`config.mk`:
```
export PLATFORM = sky130hd
export DESIGN_NAME = truth_table_scanner
export DESIGN_NICKNAME = d
export VERILOG_FILES = /design/src/rtl/truth_table_scanner.sv
export SDC_FILE = /design/constraint.sdc
export NUM_CORES = 1
export LEC_CHECK = 0
export ABC_AREA = 0
export CAP_MARGIN = 40
export CORE_MARGIN = 8
export CORE_UTILIZATION = 30
export CTS_CLUSTER_DIAMETER = 50
export CTS_CLUSTER_SIZE = 28
export DETAILED_ROUTE_END_ITERATION = 12
export PLACE_DENSITY_LB_ADDON = 0.08
export SYNTH_ARGS = -nofsm -noshare
export SYNTH_HDL_FRONTEND = slang
export SYNTH_SLANG_ARGS = --single-unit
export TNS_END_PERCENT = 5
```
`constraint.sdc`:
```
create_clock -name clock -period 1.45 [get_ports clock]
set_clock_uncertainty 0.1 [all_clocks]
set_input_delay 0.2175 -clock clock [delete_from_list [all_inputs] [get_ports clock]]
set_output_delay 0.2175 -clock clock [all_outputs]
set_load 0.01 [all_outputs]
```
`src/rtl/truth_table_scanner.sv`:
```
// truth_table_scanner: drives every input combination onto a small
// combinational circuit, samples its single output after a programmable
// settle time and assembles the full truth table plus a minterm count.
//
// Optional golden-table comparison is compiled in when the macro
// TRUTH_TABLE_SCANNER_EXPECT_CHECK_EN is defined. It adds the ports
// expected / mismatch / mismatch_idx. Without the macro those ports and
// their logic are absent and everything else behaves identically.
//
// Handshake: start is a level request that is only looked at in IDLE.
// A request seen at a rising edge in IDLE is accepted on that edge.
// busy is high from that edge until the final sample, and done pulses
// for exactly one cycle afterwards. start seen while busy or in DONE is
// dropped: it does not restart the scan and does not touch the results.
// The FSM state is held in the state_q register (type state_t), which a
// checker can probe hierarchically.

module truth_table_scanner #(
  parameter int N_IN   = 4,
  parameter int SETTLE = 1
) (
  input  logic                 clock,
  input  logic                 reset,
  input  logic                 start,
  input  logic                 f_in,
`ifdef TRUTH_TABLE_SCANNER_EXPECT_CHECK_EN
  input  logic [2**N_IN-1:0]   expected,
  output logic                 mismatch,
  output logic [N_IN-1:0]      mismatch_idx,
`endif
  output logic [N_IN-1:0]      vec_out,
  output logic                 busy,
  output logic                 done,
  output logic [2**N_IN-1:0]   table_out,
  output logic [N_IN:0]        minterm_count
);

  localparam int NV = 2**N_IN;
  // Counter is at least one bit wide so SETTLE=0 still elaborates cleanly.
  localparam int CW = (SETTLE > 0) ? $clog2(SETTLE + 1) : 1;
  localparam logic [CW-1:0]   SETTLE_V = CW'(SETTLE);
  localparam logic [N_IN-1:0] LAST_VEC = {N_IN{1'b1}};

  typedef enum logic [1:0] {
    IDLE = 2'd0,
    HOLD = 2'd1,
    DONE = 2'd2
  } state_t;

  state_t            state_q, state_d;
  logic [N_IN-1:0]   vec_q, vec_d;
  logic              busy_q, busy_d;
  logic              done_q, done_d;
  logic [NV-1:0]     table_q, table_d;
  logic [N_IN:0]     count_q, count_d;
  logic [CW-1:0]     cnt_q, cnt_d;

`ifdef TRUTH_TABLE_SCANNER_EXPECT_CHECK_EN
  logic [NV-1:0]     exp_q, exp_d;
  logic              mism_q, mism_d;
  logic [N_IN-1:0]   midx_q, midx_d;
`endif

  // State and datapath registers; every output comes straight from a flop.
  always_ff @(posedge clock) begin
    if (reset) begin
      state_q <= IDLE;
      vec_q   <= '0;
      busy_q  <= 1'b0;
      done_q  <= 1'b0;
      table_q <= '0;
      count_q <= '0;
      cnt_q   <= '0;
`ifdef TRUTH_TABLE_SCANNER_EXPECT_CHECK_EN
      exp_q   <= '0;
      mism_q  <= 1'b0;
      midx_q  <= '0;
`endif
    end else begin
      state_q <= state_d;
      vec_q   <= vec_d;
      busy_q  <= busy_d;
      done_q  <= done_d;
      table_q <= table_d;
      count_q <= count_d;
      cnt_q   <= cnt_d;
`ifdef TRUTH_TABLE_SCANNER_EXPECT_CHECK_EN
      exp_q   <= exp_d;
      mism_q  <= mism_d;
      midx_q  <= midx_d;
`endif
    end
  end

  // Next-state and next-output logic for the IDLE -> HOLD -> DONE scan.
  always_comb begin
    state_d = state_q;
    vec_d   = vec_q;
    busy_d  = busy_q;
    done_d  = 1'b0;
    table_d = table_q;
    count_d = count_q;
    cnt_d   = cnt_q;
`ifdef TRUTH_TABLE_SCANNER_EXPECT_CHECK_EN
    exp_d   = exp_q;
    mism_d  = mism_q;
    midx_d  = midx_q;
`endif

    case (state_q)
      IDLE: begin
        if (start) begin
          // Accepting a request wipes the previous results so that a
          // reader never sees stale bits for vectors not yet sampled.
          state_d = HOLD;
          busy_d  = 1'b1;
          vec_d   = '0;
          table_d = '0;
          count_d = '0;
          cnt_d   = SETTLE_V;
`ifdef TRUTH_TABLE_SCANNER_EXPECT_CHECK_EN
          exp_d   = expected;
          mism_d  = 1'b0;
          midx_d  = '0;
`endif
        end
      end

      HOLD: begin
        if (cnt_q != '0) begin
          // Still inside the settle window for the current vector.
          cnt_d = cnt_q - CW'(1);
        end else begin
          // Last cycle of this vector: capture the circuit output.
          table_d[vec_q] = f_in;
          count_d        = count_q + {{N_IN{1'b0}}, f_in};
          cnt_d          = SETTLE_V;
`ifdef TRUTH_TABLE_SCANNER_EXPECT_CHECK_EN
          // Only the first disagreement is recorded; it stays sticky.
          if (!mism_q && (f_in != exp_q[vec_q])) begin
            mism_d = 1'b1;
            midx_d = vec_q;
          end
`endif
          if (vec_q != LAST_VEC) begin
            vec_d = vec_q + N_IN'(1);
          end else begin
            // Final index ends the scan; vec_out never wraps mid-scan.
            state_d = DONE;
            vec_d   = '0;
            busy_d  = 1'b0;
            done_d  = 1'b1;
          end
        end
      end

      DONE: begin
        // One-cycle completion pulse; start is deliberately not examined.
        state_d = IDLE;
        done_d  = 1'b0;
      end

      default: begin
        state_d = IDLE;
        busy_d  = 1'b0;
        vec_d   = '0;
      end
    endcase
  end

  assign vec_out       = vec_q;
  assign busy          = busy_q;
  assign done          = done_q;
  assign table_out     = table_q;
  assign minterm_count = count_q;

`ifdef TRUTH_TABLE_SCANNER_EXPECT_CHECK_EN
  assign mismatch      = mism_q;
  assign mismatch_idx  = midx_q;
`endif

endmodule
```
==> results by stage, run 1 <==
Outcome:
- The run finished, with violations left.
- The final reports fail on negative setup slack.

Global route:
- The total routing usage reported by global routing is 11.6%.
- Summed over all layers, the global routing overflow is 0.
- Entering global routing, the biggest net connects 14 pins.
- The via count of the first global-routing pass is 1352.
- The number of antenna violations at the first check in global routing is 0.
- The global-route wire length before repair is 6650 um.

Setup path:
- The capture point of the worst path is table_out[6].
- Of all nets on the critical path, the largest fanout is 7.
- The startpoint identified for the worst register-to-register timing path is state_q[0].
- The critical path crosses 4 cells after its start point.
- The critical register-to-register path endpoint is table_out[6].
- The nature of the critical path endpoint is a flop.
- The critical path in this run is classified as flop to flop.
- The start point of the critical path is state_q[0].
- Counting both buffers and inverters, the worst setup path holds a total of 0.
- The largest incremental delay on the critical path is 0.44 ns.
- The cell family contributing the most delay on the critical path is simple AND/OR/NAND/NOR gates.
- The arrival time at the worst endpoint is 1.59 ns.
- The worst reg2reg path depth is 4.
- The launching element type of the critical path is a flop.
- The setup slack of the most critical reg-to-reg path is -0.03 ns.
- The highest-delay cell along the critical path is or3b_4.
- The worst path required time is 1.56 ns.
- Walking the worst path, the cells encountered are or3b_4 > o21ai_4 > and3_1 > mux2i_1.

Layout:
- The final net count is 224.
- The count of antenna diodes in the layout is 0.
- The most common cell after layout, fill and taps aside is dlygate4sd2_1.
- The area of all placed cells without fillers is 2080 um^2.
- The total of fill cells in the finished design is 470.
- The area growth from synthesis to layout is 46.4%.
- Cells with a size suffix above 1 make up 24.2% of the layout.
- At the end of the flow the core is filled with cells to 44.9%.
- The library cells used most frequently in the layout, excluding fill and tap cells, are 28 x dlygate4sd2_1, 25 x dfxtp_1, 23 x buf_4.

Timing:
- The number of endpoints failing setup at the final stage is 4.
- The transition time at the pin with the least slew margin is 0.355 ns.
- The clock period minus final worst setup slack is 1.48 ns.
- The number of slew-limit violations in the final report is 0.
- The fraction of the cycle the final worst path needs is 102%.
- Timing would allow up to 0.675 GHz.
- The final number of hold-violating endpoints is 0.
- In this run the tightest slew margin relative to its limit is 76.3%.
- Setup repair after global routing could not meet its margin everywhere.
- The worst hold slack is 0.355 ns.
- Across all setup checks in the final design, the least slack found is -0.0305 ns.

Synth:
- The simple-gate area share of the yosys netlist is 25.6%.
- Counting every instance in the synthesized netlist gives 160.
- Averaged over all synthesized cells, the footprint is 8.88 um^2.
- In this run, synthesis produced a sequential element count of 30.
- The number of nets handed over by synthesis was 170.
- The sequential-to-total area share from yosys stat is 42.3%.
- The count of synthesis-stage warnings from yosys is 0.
- The combinational family with the most area after synthesis is simple AND/OR/NAND/NOR gates.
- The fraction of synthesized area in multiplexers is 6.34%.
- The share of the synthesized area in compound gates (AO/OA/AOI/OAI) is 15.8%.
- The number of different library cells used by synthesis comes to 32.
- Of the total synthesized cell area, the portion taken by XOR and XNOR cells is 1.85%.
- The synthesized netlist occupies a cell area of 1420 um^2.
- Of the total synthesized cell area, the portion taken by full adders, half adders and majority gates is 5.29%.

Worst hold path:
- The worst hold path class is flop to flop.
- The worst hold path begins at table_out[4].

Clock network:
- TritonCTS built the clock tree.
- The number of buffers on the longest clock path is 2.
- The TritonCTS sink count is 30.
- The number of levels in the clock H-tree is 2.
- The master cell of the clock root buffer is clkbuf_8.
- For this design, the CTS-stage hold fixing added 0 buffers.
- The insertion delay of the later-clocked pin in the worst-skew pair is 0.28 ns.
- The total CTS buffers is 5.
- Clock-pin slew was measured on the worst setup and hold paths at 0.06 ns.

Route:
- The number of vias per cell is 4.96.
- The number of optimization iterations in the first detailed-route pass is 4.
- In the routed design, unresolved DRC markers number 0.
- The total via count after detailed routing is 1333.
- The count of antenna-violating nets left after detailed routing is 0.
- The per-cell routed wire length is 14.8 um.
- The number of DRC violations after detailed-routing iteration 0 is 41.
- For this block, the routed nets add up to 3990 um of wire.

Placement:
- The congestion estimate from routability-driven global placement came to 0.767.
- The placed instances occupy a cell area of 1930 um^2.
- The HPWL reported at the end of detailed placement is 2860 um.
- Buffers placed on the I/O ports in this run total 30.

Power and ir drop:
- Summed over all cells, the static leakage comes to 0.952 nW.
- The peak supply drop is 0.417 mV.
- Total power for the finished layout comes to 1.81 mW.
- The power per cell area is 872 nW/um^2.

Die:
- The core box area is 4630 um^2.
- The I/O pin count is 31.
- The overall die width is 84.8 um.
- The effective utilization at floorplan is 30.7%.
- The die covers 7190 um^2.
- Row generation in the floorplan step produced 25 rows.
- The chip height is 84.8 um.

Job:
- The count of maximum capacitance violations is 0.
==> per-layer routing <==
| metal | routed length (um) | up-vias | track usage [%] |
|---|---|---|---|
| li1 | - | 679 | - |
| met1 | 1890 | 621 | 13.9 |
| met2 | 1810 | 27 | 18.1 |
| met3 | 228 | 6 | 4.29 |
| met4 | 69 | 0 | 5.02 |
| met5 | 0 | - | 0 |
==> cell type report <==
type / instances / area (um^2) / area share (%)
tap: 54 / 67.6 / 3.25
clock buffer: 7 / 86.3 / 4.15
sequential: 30 / 614 / 29.5
inverter: 2 / 7.51 / 0.361
multi-input combinational: 121 / 850 / 40.9
clock inverter: 1 / 5.00 / 0.241
timing repair buffer: 54 / 449 / 21.6
==> worst reg2reg max path: stages, from the launching register on <==
cell and delay [ns]:
dfxtp_4 0.38, or3b_4 0.44, o21ai_4 0.11, and3_1 0.20, mux2i_1 0.19
==> sequential cells by signal, summed over array words and instances, names as in the netlist <==
| register | cells |
|---|---|
| table_out | 16 |
| minterm_count | 5 |
| vec_out | 4 |
| state_q | 2 |
| busy | 1 |
| cnt_q | 1 |
| done | 1 |
==> worst min path at each step <==
stage                          to  depth (start not counted)
global route         table_out[5]                          2
floorplan           table_out[15]                          2
detailed placement   table_out[4]                          2
CTS                  table_out[4]                          2
global placement     table_out[1]                          2
finish               table_out[4]                          2
==> metrics by stage <==
stage | setup TNS (ns) | cells | setup slack (ns)
2_1_floorplan | -0.0332 | 160 | -0.0166
3_3_place_gp | -7.65 | 259 | -0.385
3_5_place_dp | -8.53 | 259 | -0.429
4_1_cts | -0.0402 | 267 | -0.0299
5_1_grt | -0.615 | 269 | -0.0783
6_report | -0.0585 | 269 | -0.0305
==> power breakdown <==
part	switching (mW)	internal (mW)	total (mW)
clock network	0.321	0.382	0.703
logic	0.146	0.115	0.261
registers	0.0154	0.833	0.849
==> cell usage after synthesis <==
library cell | count | area, um^2
nand2_1 | 18 | 67.6
o2bb2ai_1 | 3 | 26.3
nand3_1 | 9 | 45.0
o2111ai_1 | 2 | 17.5
nor4_1 | 3 | 18.8
a31oi_1 | 3 | 18.8
mux2i_1 | 9 | 90.1
ha_1 | 6 | 75.1
and3_1 | 4 | 25.0
inv_1 | 2 | 7.51
o21ai_0 | 7 | 35.0
o21ai_1 | 2 | 10.0
clkbuf_1 | 5 | 18.8
nor3_1 | 2 | 10.0
or3b_4 | 1 | 11.3
o2bb2ai_2 | 1 | 15.0
nand4_1 | 3 | 18.8
nor2b_2 | 1 | 8.76
xor2_1 | 3 | 26.3
nor2_1 | 10 | 37.5
buf_2 | 3 | 15.0
nand3b_2 | 1 | 11.3
nor2b_1 | 3 | 18.8
o21ai_2 | 1 | 8.76
nor3b_2 | 2 | 25.0
nor2_2 | 1 | 6.26
a21oi_1 | 17 | 85.1
a22oi_1 | 1 | 7.51
and4_1 | 1 | 8.76
nand2b_1 | 5 | 31.3
dfxtp_1 | 30 | 601
nor3b_4 | 1 | 18.8
==> cell families after synthesis <==
logic type | Yosys count
AO/OA/AOI/OAI | 37
XOR/XNOR | 3
adder cells (fa/ha/maj) | 6
buffers and inverters | 10
flip-flops | 30
multiplexers | 9
AND/OR/NAND/NOR | 65
==> repair_timing <==
item,4_1_cts,5_1_grt
resized for setup,35,11
setup buffers,0,1
pin swaps,1,0
gates cloned,0,1
endpoints found under the setup margin,52,20
Power figures use the tool's default switching activity.
==> inputs of run 2 (changes only) <==
Settings changed: CAP_MARGIN 40 to unset.
==> results of run 2 <==
Final layout, timing and power as in run 1 (identical DEF).
